--- src/rtl/psram_line_cache.sv ---
// Direct-mapped write-back, write-allocate cache between a 32-bit CPU port and a
// 64-bit, 4-beat burst RAM controller. One cache line holds exactly one burst.
module psram_line_cache #(
    parameter int LineIndexBitWidth  = 1,
    parameter int RamAddressBitWidth = 4,
    parameter int RamAddressingMode  = 3
) (
    input  logic                          clk,
    input  logic                          rst_n,
    input  logic                          enable,
    input  logic [3:0]                    write_enable,
    input  logic [31:0]                   address,
    output logic [31:0]                   data_out,
    output logic                          data_out_ready,
    input  logic [31:0]                   data_in,
    output logic                          busy,
    output logic                          br_cmd,
    output logic                          br_cmd_en,
    output logic [RamAddressBitWidth-1:0] br_addr,
    output logic [63:0]                   br_wr_data,
    output logic [7:0]                    br_data_mask,
    input  logic [63:0]                   br_rd_data,
    input  logic                          br_rd_data_valid
);
    localparam int TagBitWidth = RamAddressBitWidth + RamAddressingMode - 5 - LineIndexBitWidth;
    localparam int LineCount   = 1 << LineIndexBitWidth;
    localparam int AddrTop     = 5 + LineIndexBitWidth + TagBitWidth;

    typedef enum logic [2:0] {IDLE, WB_CMD, WB_DATA, RD_CMD, RD_WAIT} state_t;
    state_t state;

    logic [LineCount-1:0]         valid;
    logic [LineCount-1:0]         dirty;
    logic [TagBitWidth-1:0]       tags      [LineCount];
    logic [255:0]                 line_data [LineCount];
    logic [LineIndexBitWidth-1:0] req_index;
    logic [TagBitWidth-1:0]       req_tag;
    logic [1:0]                   beat_cnt;
    logic [1:0]                   next_beat;

    logic [LineIndexBitWidth-1:0] cur_index;
    logic [TagBitWidth-1:0]       cur_tag;
    logic [2:0]                   cur_word;
    logic                         hit;
    logic                         write_hit;
    logic                         unused_address;

    assign cur_index      = address[5 +: LineIndexBitWidth];
    assign cur_tag        = address[5 + LineIndexBitWidth +: TagBitWidth];
    assign cur_word       = address[4:2];
    assign unused_address = ^{address[1:0], address[31:AddrTop]};
    assign hit            = valid[cur_index] && (tags[cur_index] == cur_tag);
    assign write_hit      = (state == IDLE) && enable && hit && (write_enable != 4'b0000);
    assign next_beat      = beat_cnt + 2'd1;

    // Requester handshake: a request is presented while enable is high and is
    // accepted in a cycle where busy is low; while busy is high the requester
    // holds address, write_enable and data_in stable.
    assign busy           = (state != IDLE) || (enable && !hit);
    assign data_out_ready = (state == IDLE) && enable && hit && (write_enable == 4'b0000);
    assign data_out       = line_data[cur_index][{cur_word, 5'd0} +: 32];
    assign br_data_mask   = 8'h00;

    function automatic logic [RamAddressBitWidth-1:0] line_addr(
        input logic [TagBitWidth-1:0]       t,
        input logic [LineIndexBitWidth-1:0] i
    );
        return RamAddressBitWidth'({t, i, 2'b00});
    endfunction

    always_ff @(posedge clk) begin
        if (!rst_n) begin
            state      <= IDLE;
            valid      <= '0;
            dirty      <= '0;
            br_cmd_en  <= 1'b0;
            br_cmd     <= 1'b0;
            br_addr    <= '0;
            br_wr_data <= '0;
            beat_cnt   <= '0;
            req_index  <= '0;
            req_tag    <= '0;
            for (int i = 0; i < LineCount; i++) tags[i] <= '0;
        end else begin
            br_cmd_en <= 1'b0;
            case (state)
                IDLE: begin
                    if (enable) begin
                        if (hit) begin
                            if (write_enable != 4'b0000) dirty[cur_index] <= 1'b1;
                        end else begin
                            req_index <= cur_index;
                            req_tag   <= cur_tag;
                            br_cmd_en <= 1'b1;
                            // Dirty victim goes out first, beat 0 alongside the command.
                            if (valid[cur_index] && dirty[cur_index]) begin
                                state      <= WB_CMD;
                                br_cmd     <= 1'b1;
                                br_addr    <= line_addr(tags[cur_index], cur_index);
                                br_wr_data <= line_data[cur_index][63:0];
                            end else begin
                                state   <= RD_CMD;
                                br_cmd  <= 1'b0;
                                br_addr <= line_addr(cur_tag, cur_index);
                            end
                        end
                    end
                end
                WB_CMD: begin
                    beat_cnt   <= 2'd1;
                    br_wr_data <= line_data[req_index][127:64];
                    state      <= WB_DATA;
                end
                WB_DATA: begin
                    if (beat_cnt == 2'd3) begin
                        dirty[req_index] <= 1'b0;
                        br_cmd_en        <= 1'b1;
                        br_cmd           <= 1'b0;
                        br_addr          <= line_addr(req_tag, req_index);
                        state            <= RD_CMD;
                    end else begin
                        beat_cnt   <= next_beat;
                        br_wr_data <= line_data[req_index][{next_beat, 6'd0} +: 64];
                    end
                end
                RD_CMD: begin
                    beat_cnt <= 2'd0;
                    state    <= RD_WAIT;
                end
                RD_WAIT: begin
                    if (br_rd_data_valid) begin
                        beat_cnt <= next_beat;
                        if (beat_cnt == 2'd3) begin
                            valid[req_index] <= 1'b1;
                            dirty[req_index] <= 1'b0;
                            tags[req_index]  <= req_tag;
                            state            <= IDLE;
                        end
                    end
                end
                default: state <= IDLE;
            endcase
        end
    end

    // Line storage has no reset; valid bits guard its contents.
    always_ff @(posedge clk) begin
        if (rst_n && write_hit) begin
            for (int b = 0; b < 4; b++) begin
                if (write_enable[b]) line_data[cur_index][{cur_word, 5'd0} + 8 * b +: 8] <= data_in[8 * b +: 8];
            end
        end else if (rst_n && (state == RD_WAIT) && br_rd_data_valid) begin
            line_data[req_index][{beat_cnt, 6'd0} +: 64] <= br_rd_data;
        end
    end
endmodule

--- config.mk ---
export PLATFORM = sky130hd
export DESIGN_NAME = psram_line_cache
export DESIGN_NICKNAME = d
export VERILOG_FILES = /design/src/rtl/psram_line_cache.sv
export SDC_FILE = /design/constraint.sdc
export NUM_CORES = 1
export LEC_CHECK = 0
export BUFFER_PORTS_ARGS = -buffer_cell sky130_fd_sc_hd__buf_2
export CORE_ASPECT_RATIO = 1.25
export CORE_MARGIN = 2
export CORE_UTILIZATION = 57
export CTS_BUF_LIST = sky130_fd_sc_hd__clkbuf_4
export DETAILED_ROUTE_END_ITERATION = 6
export HOLD_SLACK_MARGIN = 0.12
export PLACE_DENSITY = 0.73
export SYNTH_ARGS = -nofsm -noshare
export SYNTH_HDL_FRONTEND = slang
export SYNTH_SLANG_ARGS = --single-unit
--- constraint.sdc ---
create_clock -name clk -period 3.7 [get_ports clk]
set_input_delay 0 -clock clk [delete_from_list [all_inputs] [get_ports clk]]
set_output_delay 0 -clock clk [all_outputs]
set_load 0.005 [all_outputs]
==> run metrics <==
status=complete, but fails checks; failing checks=design-rule violations; worst endpoint required time=approximately 4500 ps; Tcrit/Tclk final=around 100%; detailed-route via count=26588; WL/cell=around 30 um; vias in the first global route=27065; Post-DP Area=34000 um2; fillcell total=about 3800; post-CTS sizing=0; dpl ws=slightly above 600 ps; Peak VDD IR=about 0.3 mV; Die Span Y=between 200 and 300 um; Slew @ Worst Pin=~1300 ps; Total Power=15.7 mW; EDFF count, synth=512; startpoint types=flop; CTS tree=yes; Pre-antenna DRT Iters=7; Synth area leader=edfxtp_1; CP Class=reg2reg; total track usage=around two fifths; Worst Setup End Kind=flop; DRC violations left=2; IO buf count=210; synth warn=0; Finished Core Util=69.8%; Crit Path Max Fanout=33; placed insts=between 3000 and 4000; Routed WL=113000 um; Max Clock Skew=about 46 ps; CTS Root Cell=clkbuf_4; Post-synth ARST share=0%; Initial Utilization=between 50 and 60%; final hold vios=0; CTS max path bufs=3; full die area=~58000 um2; Synth Instances=approximately 2400; most frequent cells after synthesis=edfxtp_1, mux2i_1, a22o_1, mux4_2, a21oi_1; nets@finish=just over 3000; multiplexer share of the synthesized area=between 20% and 30%; sequential-to-total area share from yosys stat=a little over half; Synth Register Bits=between 500 and 600; Max Fclk=between 0.2 and 0.3 GHz; Slew Viols, Final=0; slew margin rel.=approximately 11%; number of clock sinks=594; Final Wtd Congestion=about 0.94; number of distinct library cells after synthesis=74; leakage power=between 10 and 15 nW; syn avg cell area=13.4 um2; Power Density=between 400 and 500 nW/um2; grt ovf=0; Hold Crit Class=in2reg; CTS Buf Count=about 150; largest net degree at the start of global routing=between 100 and 150; Synth Cell Area=between 30000 and 40000 um2; register area=about 17000 um2; Final setup viols=0; antenna-violating nets left=0; H-tree depth=4; RSZ-0062 raised after global routing=false; initial antenna violation count=4; Critical Path AT=~4400 ps; final instance area=roughly 38000 um2; ranking of synthesized cells by area=edfxtp_1, mux2i_1, mux4_2; Worst-path clk slew=~70 ps; Setup WS post-layout=just under 80 ps; dpl hpwl=between 60000 and 70000 um; flop-to-flop setup slack=just under 80 ps; hold slack=approximately 200 ps; DR vias/cell=7.10; Adder-Cell Fraction of Synth Area=less than 1%; layout cells sized above 1=26.5%; Max-Cap Viols=0; Post-Synth Simple-Gate Area=between 5 and 6%; TNS Setup=0 ps; Die Wd=216 um; area share of the largest cell type after synthesis=48.2%; fin crit period=3620 ps; io pins=roughly 250; footprint of the multi-input gates=approximately 14000 um2; worst-skew pair later-pin latency=around 930 ps; combinational family with the most area after synthesis=multiplexers; Synth Area in Compound Gates=16.8%; dominant synthesized flop cell=edfxtp_1; core footprint=approximately 55000 um2; DR iter-0 viols=~3700; Synth-to-Final Area Change=20.8%; Post-Synth XOR/XNOR Area=less than 1%; top-count cell post-synth=edfxtp_1; FP Rows=between 90 and 100; fin cells=between 3000 and 4000; first-pass GRT wire length=approximately 160000 um
## cells in the final DEF, fill, tap and decap left out, types with 7 or more instances in the layout
| master | netlist | routed |
|---|---|---|
| edfxtp_1 | 512 | 512 |
| mux2i_1 | 341 | 341 |
| dlygate4sd3_1 | 0 | 250 |
| clkbuf_4 | 0 | 233 |
| buf_2 | 64 | 208 |
| a22o_1 | 174 | 174 |
| mux4_2 | 134 | 134 |
| buf_4 | 21 | 133 |
| a21oi_1 | 121 | 121 |
| a22oi_1 | 100 | 100 |
| o21ai_0 | 84 | 84 |
| dfxtp_1 | 82 | 81 |
| o22ai_1 | 78 | 78 |
| nor2_1 | 78 | 76 |
| nand2_1 | 75 | 74 |
| a31oi_1 | 70 | 70 |
| a32o_1 | 66 | 66 |
| nand3_1 | 40 | 40 |
| clkinv_1 | 1 | 22 |
| o221ai_1 | 18 | 18 |
| a221oi_1 | 14 | 14 |
| nor2_4 | 11 | 13 |
| and3_1 | 12 | 12 |
| ha_1 | 11 | 10 |
| conb_1 | 1 | 10 |
| buf_12 | 1 | 8 |
| inv_1 | 8 | 7 |
| clkinv_2 | 0 | 7 |
## worst max-delay path: stages, from the launching register on
cell and delay, ps:
dfxtp_1 420, inv_1 110, ha_1 290, or4_4 550, nand3_2 100, buf_4 410, nand2_1 320, nor3_2 220
buf_4 270, a22o_1 170, dlygate4sd3_1 580
## report_power, final
group	total [mW]	switching [mW]	leakage (nW)	internal [mW]
logic	2.35	1.44	6.87	0.914
registers	7.38	0.0885	6.38	7.29
clock network	5.93	2.72	1.22	3.21
## sequential cells by signal (all words and copies together), names as in the netlist, named ones only
signal,cells
line_data,512
br_wr_data,64
state,3
beat_cnt,2
br_addr,2
dirty,2
tags,2
valid,2
br_cmd,1
br_cmd_en,1
req_index,1
req_tag,1
## cell families (layout without fill, tap and decap cells)
family	count (synthesis)	after routing
AOI/OAI and AO/OA	745	745
xor gates and xnor gates	3	3
adders and majority gates	11	11
buffers and inverters	262	879
DFF	594	594
muxes	478	478
other	1	11
and+or+nand+nor	289	289
## repair_timing
| action | in CTS | in global routing |
|---|---|---|
| hold buffers | 250 | 0 |
| setup buffers | 0 | 0 |
| setup endpoints to repair | 0 | 0 |
| endpoints found under the hold margin | 889 | 0 |
## final timing paths
check / start / depth (start not counted) / to
worst min register to register: br_cmd / 2 / br_cmd
worst max register to register: beat_cnt[1] / 10 / line_data[1][40]
worst min-delay path: rst_n / 4 / flop
worst max-delay path: beat_cnt[1] / 10 / line_data[1][40]
## layer usage
layer | up-vias | track usage [%] | share of wire [%]
li1 | 10944 | - | -
met1 | 12863 | 44.7 | 33
met2 | 2194 | 64.0 | 48
met3 | 581 | 8.38 | 12
met4 | 6 | 27.6 | 7.7
met5 | - | 0 | 0.040
## cell type report
cell class | count | area share (%)
clock inverters | 37 | 0.725
clock buffers | 233 | 4.54
inverters | 9 | 0.0878
flip-flops and latches | 594 | 44.2
multi-input cells | 1536 | 35.8
diodes | 1 | 0.00650
repair buffers | 600 | 12.3
well taps | 735 | 2.39
Power figures use the tool's default switching activity.
